--- src/rtl/stopwatch_pkg.sv ---
// Shared types and helpers for the stopwatch button path.
// Holds the press FSM state encoding and the milliseconds-to-cycles conversion.
package stopwatch_pkg;

    typedef enum logic [1:0] {
        IDLE      = 2'd0,
        DEB_PRESS = 2'd1,
        HELD      = 2'd2,
        DEB_REL   = 2'd3
    } btn_state_t;

    function automatic int ms_to_cycles(input int clk_freq, input int ms);
        return (clk_freq / 1000) * ms;
    endfunction

endpackage

--- src/rtl/btn_synchronizer.sv ---
// Two-flop synchroniser for a raw push-button pin.
// The output is normalised so that 1 always means pressed.
module btn_synchronizer #(
    parameter bit ACTIVE_LOW = 1'b1
) (
    input  logic i_clk,
    input  logic i_rst,
    input  logic i_btn,
    output logic o_btn
);

    localparam logic RELEASED_LVL = ACTIVE_LOW ? 1'b1 : 1'b0;

    logic [1:0] r_sync;

    // Shift the raw pin through two flops; reset to the released pin level.
    always_ff @(posedge i_clk) begin
        if (i_rst) begin
            r_sync <= {RELEASED_LVL, RELEASED_LVL};
        end else begin
            r_sync <= {r_sync[0], i_btn};
        end
    end

    assign o_btn = ACTIVE_LOW ? ~r_sync[1] : r_sync[1];

endmodule

--- src/rtl/stopwatch_button_ctrl.sv ---
// Start/Stop button conditioning: synchronise, debounce, classify short/long press.
// Short press toggles the run level; long press pulses clear and forces stop.
module stopwatch_button_ctrl
    import stopwatch_pkg::*;
#(
    parameter int CLK_FREQ       = 100000000,
    parameter int DEBOUNCE_MS    = 20,
    parameter int LONG_PRESS_MS  = 2000,
    parameter int BTN_ACTIVE_LOW = 1
) (
    input  logic i_clk,
    input  logic i_rst,
    input  logic i_btn,
    output logic o_startStop,
    output logic o_clear,
    output logic o_pressPulse,
    output logic o_btnState
);

    localparam int DEB_CYCLES  = ms_to_cycles(CLK_FREQ, DEBOUNCE_MS);
    localparam int LONG_CYCLES = ms_to_cycles(CLK_FREQ, LONG_PRESS_MS);
    localparam int CW          = $clog2(LONG_CYCLES + 1);

    localparam logic [CW-1:0] DEB_LAST  = CW'(DEB_CYCLES - 1);
    localparam logic [CW-1:0] LONG_LAST = CW'(LONG_CYCLES - 1);
    localparam logic [CW-1:0] LONG_MAX  = CW'(LONG_CYCLES);
    localparam logic [CW-1:0] CNT_ONE   = CW'(1);
    localparam logic [CW-1:0] CNT_ZERO  = CW'(0);

    logic          w_btn;
    btn_state_t    r_state, w_state_nxt;
    logic [CW-1:0] r_cnt, w_cnt_nxt, w_cnt_held;
    logic [CW-1:0] r_hold, w_hold_nxt;
    logic          r_long_flag, w_long_nxt;
    logic          r_start_stop, w_ss_nxt;
    logic          r_clear, w_clear_nxt;
    logic          r_press_pulse, w_pulse_nxt;
    logic          r_btn_state, w_btn_state_nxt;
    logic          w_long_hit;

    btn_synchronizer #(
        .ACTIVE_LOW (BTN_ACTIVE_LOW != 0)
    ) u_sync (
        .i_clk (i_clk),
        .i_rst (i_rst),
        .i_btn (i_btn),
        .o_btn (w_btn)
    );

    assign w_long_hit = !r_long_flag && (r_cnt == LONG_LAST);

    // Next-state, counter and output decisions for the press FSM.
    always_comb begin
        w_state_nxt     = r_state;
        w_cnt_nxt       = r_cnt;
        w_cnt_held      = r_cnt;
        w_hold_nxt      = r_hold;
        w_long_nxt      = r_long_flag;
        w_ss_nxt        = r_start_stop;
        w_clear_nxt     = 1'b0;
        w_pulse_nxt     = 1'b0;
        w_btn_state_nxt = r_btn_state;
        case (r_state)
            IDLE: begin
                if (w_btn) begin
                    w_state_nxt = DEB_PRESS;
                    w_cnt_nxt   = CNT_ONE;
                end else begin
                    w_state_nxt = IDLE;
                    w_cnt_nxt   = CNT_ZERO;
                end
            end
            DEB_PRESS: begin
                if (!w_btn) begin
                    w_state_nxt = IDLE;
                    w_cnt_nxt   = CNT_ZERO;
                end else if (r_cnt >= DEB_LAST) begin
                    w_state_nxt     = HELD;
                    w_cnt_nxt       = CNT_ZERO;
                    w_pulse_nxt     = 1'b1;
                    w_btn_state_nxt = 1'b1;
                    w_long_nxt      = 1'b0;
                end else begin
                    w_cnt_nxt = r_cnt + CNT_ONE;
                end
            end
            HELD: begin
                // Long detection wins over a same-cycle release so clear is never lost.
                if (w_long_hit) begin
                    w_cnt_held  = LONG_MAX;
                    w_clear_nxt = 1'b1;
                    w_ss_nxt    = 1'b0;
                    w_long_nxt  = 1'b1;
                end else if (r_long_flag) begin
                    w_cnt_held = r_cnt;
                end else begin
                    w_cnt_held = r_cnt + CNT_ONE;
                end
                if (!w_btn) begin
                    w_state_nxt = DEB_REL;
                    w_hold_nxt  = w_cnt_held;
                    w_cnt_nxt   = CNT_ONE;
                end else begin
                    w_cnt_nxt = w_cnt_held;
                end
            end
            DEB_REL: begin
                if (w_btn) begin
                    w_state_nxt = HELD;
                    w_cnt_nxt   = r_hold;
                end else if (r_cnt >= DEB_LAST) begin
                    w_state_nxt     = IDLE;
                    w_cnt_nxt       = CNT_ZERO;
                    w_btn_state_nxt = 1'b0;
                    if (!r_long_flag) begin
                        w_ss_nxt = ~r_start_stop;
                    end else begin
                        w_ss_nxt = r_start_stop;
                    end
                end else begin
                    w_cnt_nxt = r_cnt + CNT_ONE;
                end
            end
            default: begin
                w_state_nxt = IDLE;
                w_cnt_nxt   = CNT_ZERO;
            end
        endcase
    end

    // State, counters and registered outputs.
    always_ff @(posedge i_clk) begin
        if (i_rst) begin
            r_state       <= IDLE;
            r_cnt         <= CNT_ZERO;
            r_hold        <= CNT_ZERO;
            r_long_flag   <= 1'b0;
            r_start_stop  <= 1'b0;
            r_clear       <= 1'b0;
            r_press_pulse <= 1'b0;
            r_btn_state   <= 1'b0;
        end else begin
            r_state       <= w_state_nxt;
            r_cnt         <= w_cnt_nxt;
            r_hold        <= w_hold_nxt;
            r_long_flag   <= w_long_nxt;
            r_start_stop  <= w_ss_nxt;
            r_clear       <= w_clear_nxt;
            r_press_pulse <= w_pulse_nxt;
            r_btn_state   <= w_btn_state_nxt;
        end
    end

    assign o_startStop  = r_start_stop;
    assign o_clear      = r_clear;
    assign o_pressPulse = r_press_pulse;
    assign o_btnState   = r_btn_state;

endmodule

--- config.mk ---
export PLATFORM = sky130hd
export DESIGN_NAME = stopwatch_button_ctrl
export DESIGN_NICKNAME = d
export VERILOG_FILES = /design/src/rtl/stopwatch_pkg.sv /design/src/rtl/btn_synchronizer.sv /design/src/rtl/stopwatch_button_ctrl.sv
export SDC_FILE = /design/constraint.sdc
export NUM_CORES = 1
export LEC_CHECK = 0
export ABC_AREA = 1
export CAP_MARGIN = 15
export CORE_ASPECT_RATIO = 1.5
export CORE_MARGIN = 4
export CORE_UTILIZATION = 52
export DETAILED_ROUTE_END_ITERATION = 8
export PLACE_DENSITY = 0.77
export RECOVER_POWER = 50
export SLEW_MARGIN = 25
export SYNTH_ARGS = -nofsm -noshare
export SYNTH_HDL_FRONTEND = slang
export SYNTH_SLANG_ARGS = --single-unit
--- constraint.sdc ---
create_clock -name i_clk -period 1.49 [get_ports i_clk]
set_input_delay 0.3725 -clock i_clk [delete_from_list [all_inputs] [get_ports i_clk]]
set_output_delay 0.3725 -clock i_clk [all_outputs]
set_load 0.01 [all_outputs]
# Word level (Yosys, flattened, before mapping)
# Cells that the tools add are included.
[totals]
regBits = 65
out_inout_bits = 4
[op_classes]
add_sub_neg = 1
magnitude_cmp = 1
n_eq_ne = 13
mux = 30
n_bitwise = 3
n_reduce_logical = 13
[ops]
columns = ["operator", "n"]
rows = [
  ["28-bit two-way mux", 6],
  ["28-bit case mux with 4 select lines", 1],
  ["28-bit by 1-bit adder with 28-bit output, second input constant", 1],
  ["28-bit equality test, second input constant", 1],
  ["28-bit by 21-bit >= comparator with 1-bit output, second input constant", 1],
  ["1-bit two-way mux", 14],
  ["2-bit two-way mux", 5],
  ["2-bit != test, second input constant", 5],
  ["5-bit AND reduction", 2],
  ["2-bit case mux with 4 select lines", 1],
  ["1-bit case mux with 2 select lines", 3],
  ["2-bit nonzero test", 3],
  ["2-bit equality test, second input constant", 2],
  ["2-bit by 1-bit != test with 1-bit output, second input constant", 2],
  ["4-bit AND reduction", 1],
  ["3-bit by 2-bit != test with 1-bit output, second input constant", 1],
  ["3-bit != test, second input constant", 1],
  ["1-bit NOT", 3],
  ["3-bit AND reduction", 1],
  ["3-bit OR reduction", 1],
  ["2-bit by 1-bit equality test with 1-bit output, second input constant", 1],
  ["2-bit logical NOT", 1],
  ["2-bit AND reduction", 1],
  ["2-bit OR reduction", 1],
  ["other kinds (2)", 2],
]

# Logic depth before layout (Yosys ltp)
[depth]
depth_word = 5
ltp_mapped = 12

# Hierarchy
# Synthesis repeated with hierarchy kept, for this count alone.
[unflattened]
cells_unflattened = 663
hier_area_um2 = 3985.1
[modules_own_cells]
columns = ["module", "instances", "cells_each", "area_per_inst_um2", "seq_area_each_um2"]
rows = [
  ["stopwatch_button_ctrl", 1, 655, 3922.5, 1261.2],
  ["btn_synchronizer", 1, 8, 62.6, 40.0],
]

# Worst setup path after synthesis
# OpenSTA, ideal clock, no wires.
[synth_path]
kind = "reg-to-reg"
from = "reg r_cnt[0]"
to = "reg r_cnt[3]"
setup_time_ns = 0.128
arrival_time_ns = 1.486
required_ns = 1.362
setup_slack_ns = -0.124
stages_incl_launch_ff = 11
period_less_slack_ns = 1.614
path_cell_list = "dfxtp_1 > ha_1 > nand3_2 > inv_2 > nand2_4 > nor2_1 > nand3_2 > nand2_1 > o21ai_0 > nor2_1 > nor2_1"
[synth_between]
elab_chain_len = 5
word_cells_on_any_way = 11
classes_between = "1 x add/sub; 1 x order compare; 1 x eq/ne; 7 x mux; 1 x reduce/logical"
[synth_rtl]
columns = ["element", "line_no", "rtl"]
rows = [
  ["start, declared", "stopwatch_button_ctrl.sv:32", "logic [CW-1:0] r_cnt, w_cnt_nxt, w_cnt_held;"],
  ["start signal, assigned", "stopwatch_button_ctrl.sv:144", "r_cnt <= w_cnt_nxt;"],
  ["28-bit by 1-bit adder with 28-bit output or 28-bit equality test (tied branches)", "n/a", ""],
  ["28-bit two-way mux or 1-bit logical AND (tied branches)", "stopwatch_button_ctrl.sv:94, stopwatch_button_ctrl.sv:50", ""],
  ["28-bit two-way mux", "stopwatch_button_ctrl.sv:89", "if (w_long_hit) begin"],
  ["28-bit two-way mux", "stopwatch_button_ctrl.sv:99", "if (!w_btn) begin"],
  ["28-bit case mux with 4 select lines (*)", "stopwatch_button_ctrl.sv:63", "case (r_state)"],
]
# Mark *: on every way between the ends. The rest lies on a longest branch, timed or not.
# A chain may end at the register's enable or synchronous reset.

# Worst setup path after layout
[layout_path]
from = "reg r_cnt[1]"
to = "reg r_cnt[18]"
# Same word-level chain as after synthesis.

==> results.json <==
{
  "layout_common_cells": "165 x nand2_1, 71 x buf_4, 66 x nor2_1",
  "worst_path_most_repeated_cell": "nor2_1",
  "fin_crit_sh_pct": 115.7,
  "max_slew_margin_pct": 76.95,
  "antenna_found_initial": 0,
  "finalNonFillerCells": 873,
  "drt-met1-wl_microns": 5507,
  "cts_tree": "built",
  "drt-pass1-iter-count": 5,
  "syn_avg_cell_area_sq_um": 6.021,
  "ys_types": 35,
  "p_per_area_nw_per_um2": 698.8,
  "rsz0062_at_grt": "true",
  "routed_wl_microns": 15290,
  "cts_htree_levels": 3,
  "p_leak_uw": 0.002632,
  "dp_hpwl_microns": 9031,
  "status": "finished, violations left",
  "slowest_delay_ns": 0.38,
  "yosysSeqAreaShare_pct": 31.69,
  "clk_latency_ns": 0.34,
  "fmax_mhz": 579.9,
  "grt_pass1_vias": 4794,
  "gp_congestion": 1.055,
  "top_regs": "r_cnt: 28 flops, r_hold: 28 flops, u_sync.r_sync: 2 flops",
  "hold_path_class": "register to register",
  "vias": 5049,
  "finalSetupViolCount": 48,
  "fin_skew_ns": 0.006152,
  "start_util_pct": 53.60,
  "wl_met3_microns": 1180,
  "final_layout_size_suffix_gt1_share_pct": 37.87,
  "critical_path_buf_inv_count": 1,
  "critPathMaxFanout": 4,
  "drc_errors": 0,
  "cts.path.max_buffers": 2,
  "io_pins": 7,
  "grt_max_degree": 34,
  "cts_root_buf": "clkbuf_16",
  "final_common_cell": "nand2_1",
  "nNetsFinal": 770,
  "failed_checks": "setup timing",
  "dpl.cell_count": 841,
  "hold_violations": 0,
  "final_util_pct": 77.85,
  "maxSlewViolCount": 0,
  "dr_wl_met2_microns": 7650,
  "crit_chain": "ha_4 > nand3_4 > inv_4 > nand3b_1 > o21ai_1 > nand2_1 > nor2_1 > nor2_1 > a21oi_1",
  "register_area_sq_um": 1378,
  "fin_crit_ns": 1.724,
  "num-fill-cells": 500,
  "ir_drop_mv": 0.7089,
  "antenna_cells": 0,
  "yosys_warnings": 0,
  "overflow": 0,
  "clock_sinks": 65,
  "rows": 39,
  "core_sq_um": 7661,
  "worstMarginPinSlew_ns": 0.3453,
  "cp_data_arrival_time_ns": 1.99,
  "synth.cell_area_sq_um": 4106,
  "drt.antenna.violating_nets": 0,
  "port_buffers": 6,
  "cp_slowest_cell": "dfxtp_4",
  "critPathLaunchType": "register",
  "setup_ws_ns": -0.2343,
  "path_class": "register to register",
  "synth_fp_nets": 686,
  "rrSetupSlack_ns": -0.23,
  "crit_family": "simple AND/OR/NAND/NOR gates",
  "syn2layout_area_growth_pct": 45.25,
  "vias_per_cell": 5.784,
  "multiInputGateArea_sq_um": 2934,
  "cap_viol_max_count": 0,
  "grt_pass1_wl_microns": 21600,
  "wl_per_cell_microns": 17.51,
  "path_clk_slew_ns": 0.06,
  "ys_ff_latch": 65,
  "endpoint_kind": "register",
  "worstPathRequired_ns": 1.76,
  "cts_buffers": 9,
  "first_iter_violations": 652,
  "syn_inst": 682,
  "top_layer": "met4",
  "grtUsageTotal_pct": 30.05,
  "die-area_sq_um": 9412,
  "die_y_microns": 116.8,
  "die_w_microns": 80.56
}
worst paths after layout:
check,start,end,cells after the start
setup / recovery,r_cnt[1],r_cnt[18],9
hold / removal,u_sync.r_sync[0],u_sync.r_sync[1],1
setup reg to reg,r_cnt[1],r_cnt[18],9
hold reg to reg,u_sync.r_sync[0],u_sync.r_sync[1],1
cell type report:
cell class / instances / share of cell area [%]
clock buffer: 10 / 4.007
clock inverter: 6 / 1.510
inverter: 80 / 5.349
multi-input combinational: 513 / 49.19
sequential: 65 / 23.10
tap: 102 / 2.140
timing repair buffer: 97 / 14.71
kinds of logic after synthesis:
family / count (synthesis) / share of synthesized area [%]
compound gates: 92 / 12.22
fa+ha+maj: 1 / 0.3046
buf+inv: 105 / 11.61
simple gates: 411 / 42.47
flops: 65 / 31.69
xor+xnor: 8 / 1.706
routing by layer:
metal	GRT usage (%)	vias to the layer above
li1	-	2312
met1	30.17	2337
met2	52.88	303
met3	8.116	97
met4	21.65	0
met5	0	-
worst reg2reg max path: cells and delay by family, from the launching register on:
| family | cells | cell delay [ns] |
|---|---|---|
| flops | 1 | 0.38 |
| compound gates | 2 | 0.37 |
| buf+inv | 1 | 0.11 |
| fa+ha+maj | 1 | 0.16 |
| simple gates | 5 | 0.63 |
metrics by stage:
stage	power (uW)	setup slack, ns	cell area (sq um)	hold WS (ns)	setup TNS, ns
final	4168	-0.2343	5964	0.4219	-5.321
after global routing	4254	-0.2819	5964	0.4445	-9.598
after CTS	4194	-0.1252	5314	0.4287	-2.879
after detailed placement	1873	-0.2968	4758	0.4110	-7.827
after global placement	1870	-0.2520	4758	0.4139	-6.496
after floorplan	1830	0.002491	4126	0.3895	0
cell usage after synthesis, drive strengths merged:
| cell | instances | area share (%) |
|---|---|---|
| inv | 79 | 7.2 |
| nor2 | 123 | 13 |
| o21bai | 6 | 1.1 |
| a211oi | 2 | 0.37 |
| clkinv | 1 | 0.091 |
| a31oi | 1 | 0.15 |
| a31o | 1 | 0.21 |
| o21a | 1 | 0.18 |
| o211ai | 1 | 0.18 |
| nand2 | 221 | 21 |
| ha | 1 | 0.30 |
| nand3b | 2 | 0.37 |
| nand3 | 53 | 7.1 |
| dlygate4sd1 | 1 | 0.21 |
| or2 | 3 | 0.46 |
| xnor2 | 2 | 0.43 |
| o21ai | 39 | 5.0 |
| a21oi | 41 | 5.0 |
| xor2 | 6 | 1.3 |
| clkbuf | 11 | 2.0 |
| dfxtp | 65 | 32 |
| buf | 13 | 2.1 |
| nand4 | 9 | 1.4 |
power by group:
group	internal, uW	switching (uW)	leakage [uW]
Combinational	39.6	59.8	0.00193
Sequential	1710	6.36	0.000543
Clock	1510	837	0.000155
what timing repair did:
action | in CTS | in global routing
gates resized for setup | 71 | 177
hold buffers | 0 | 0
cloned | 1 | 2
buffers inserted | 5 | 8
pin swaps | 16 | 54
endpoints found under the setup margin | 64 | 62
Power figures use the tool's default switching activity.
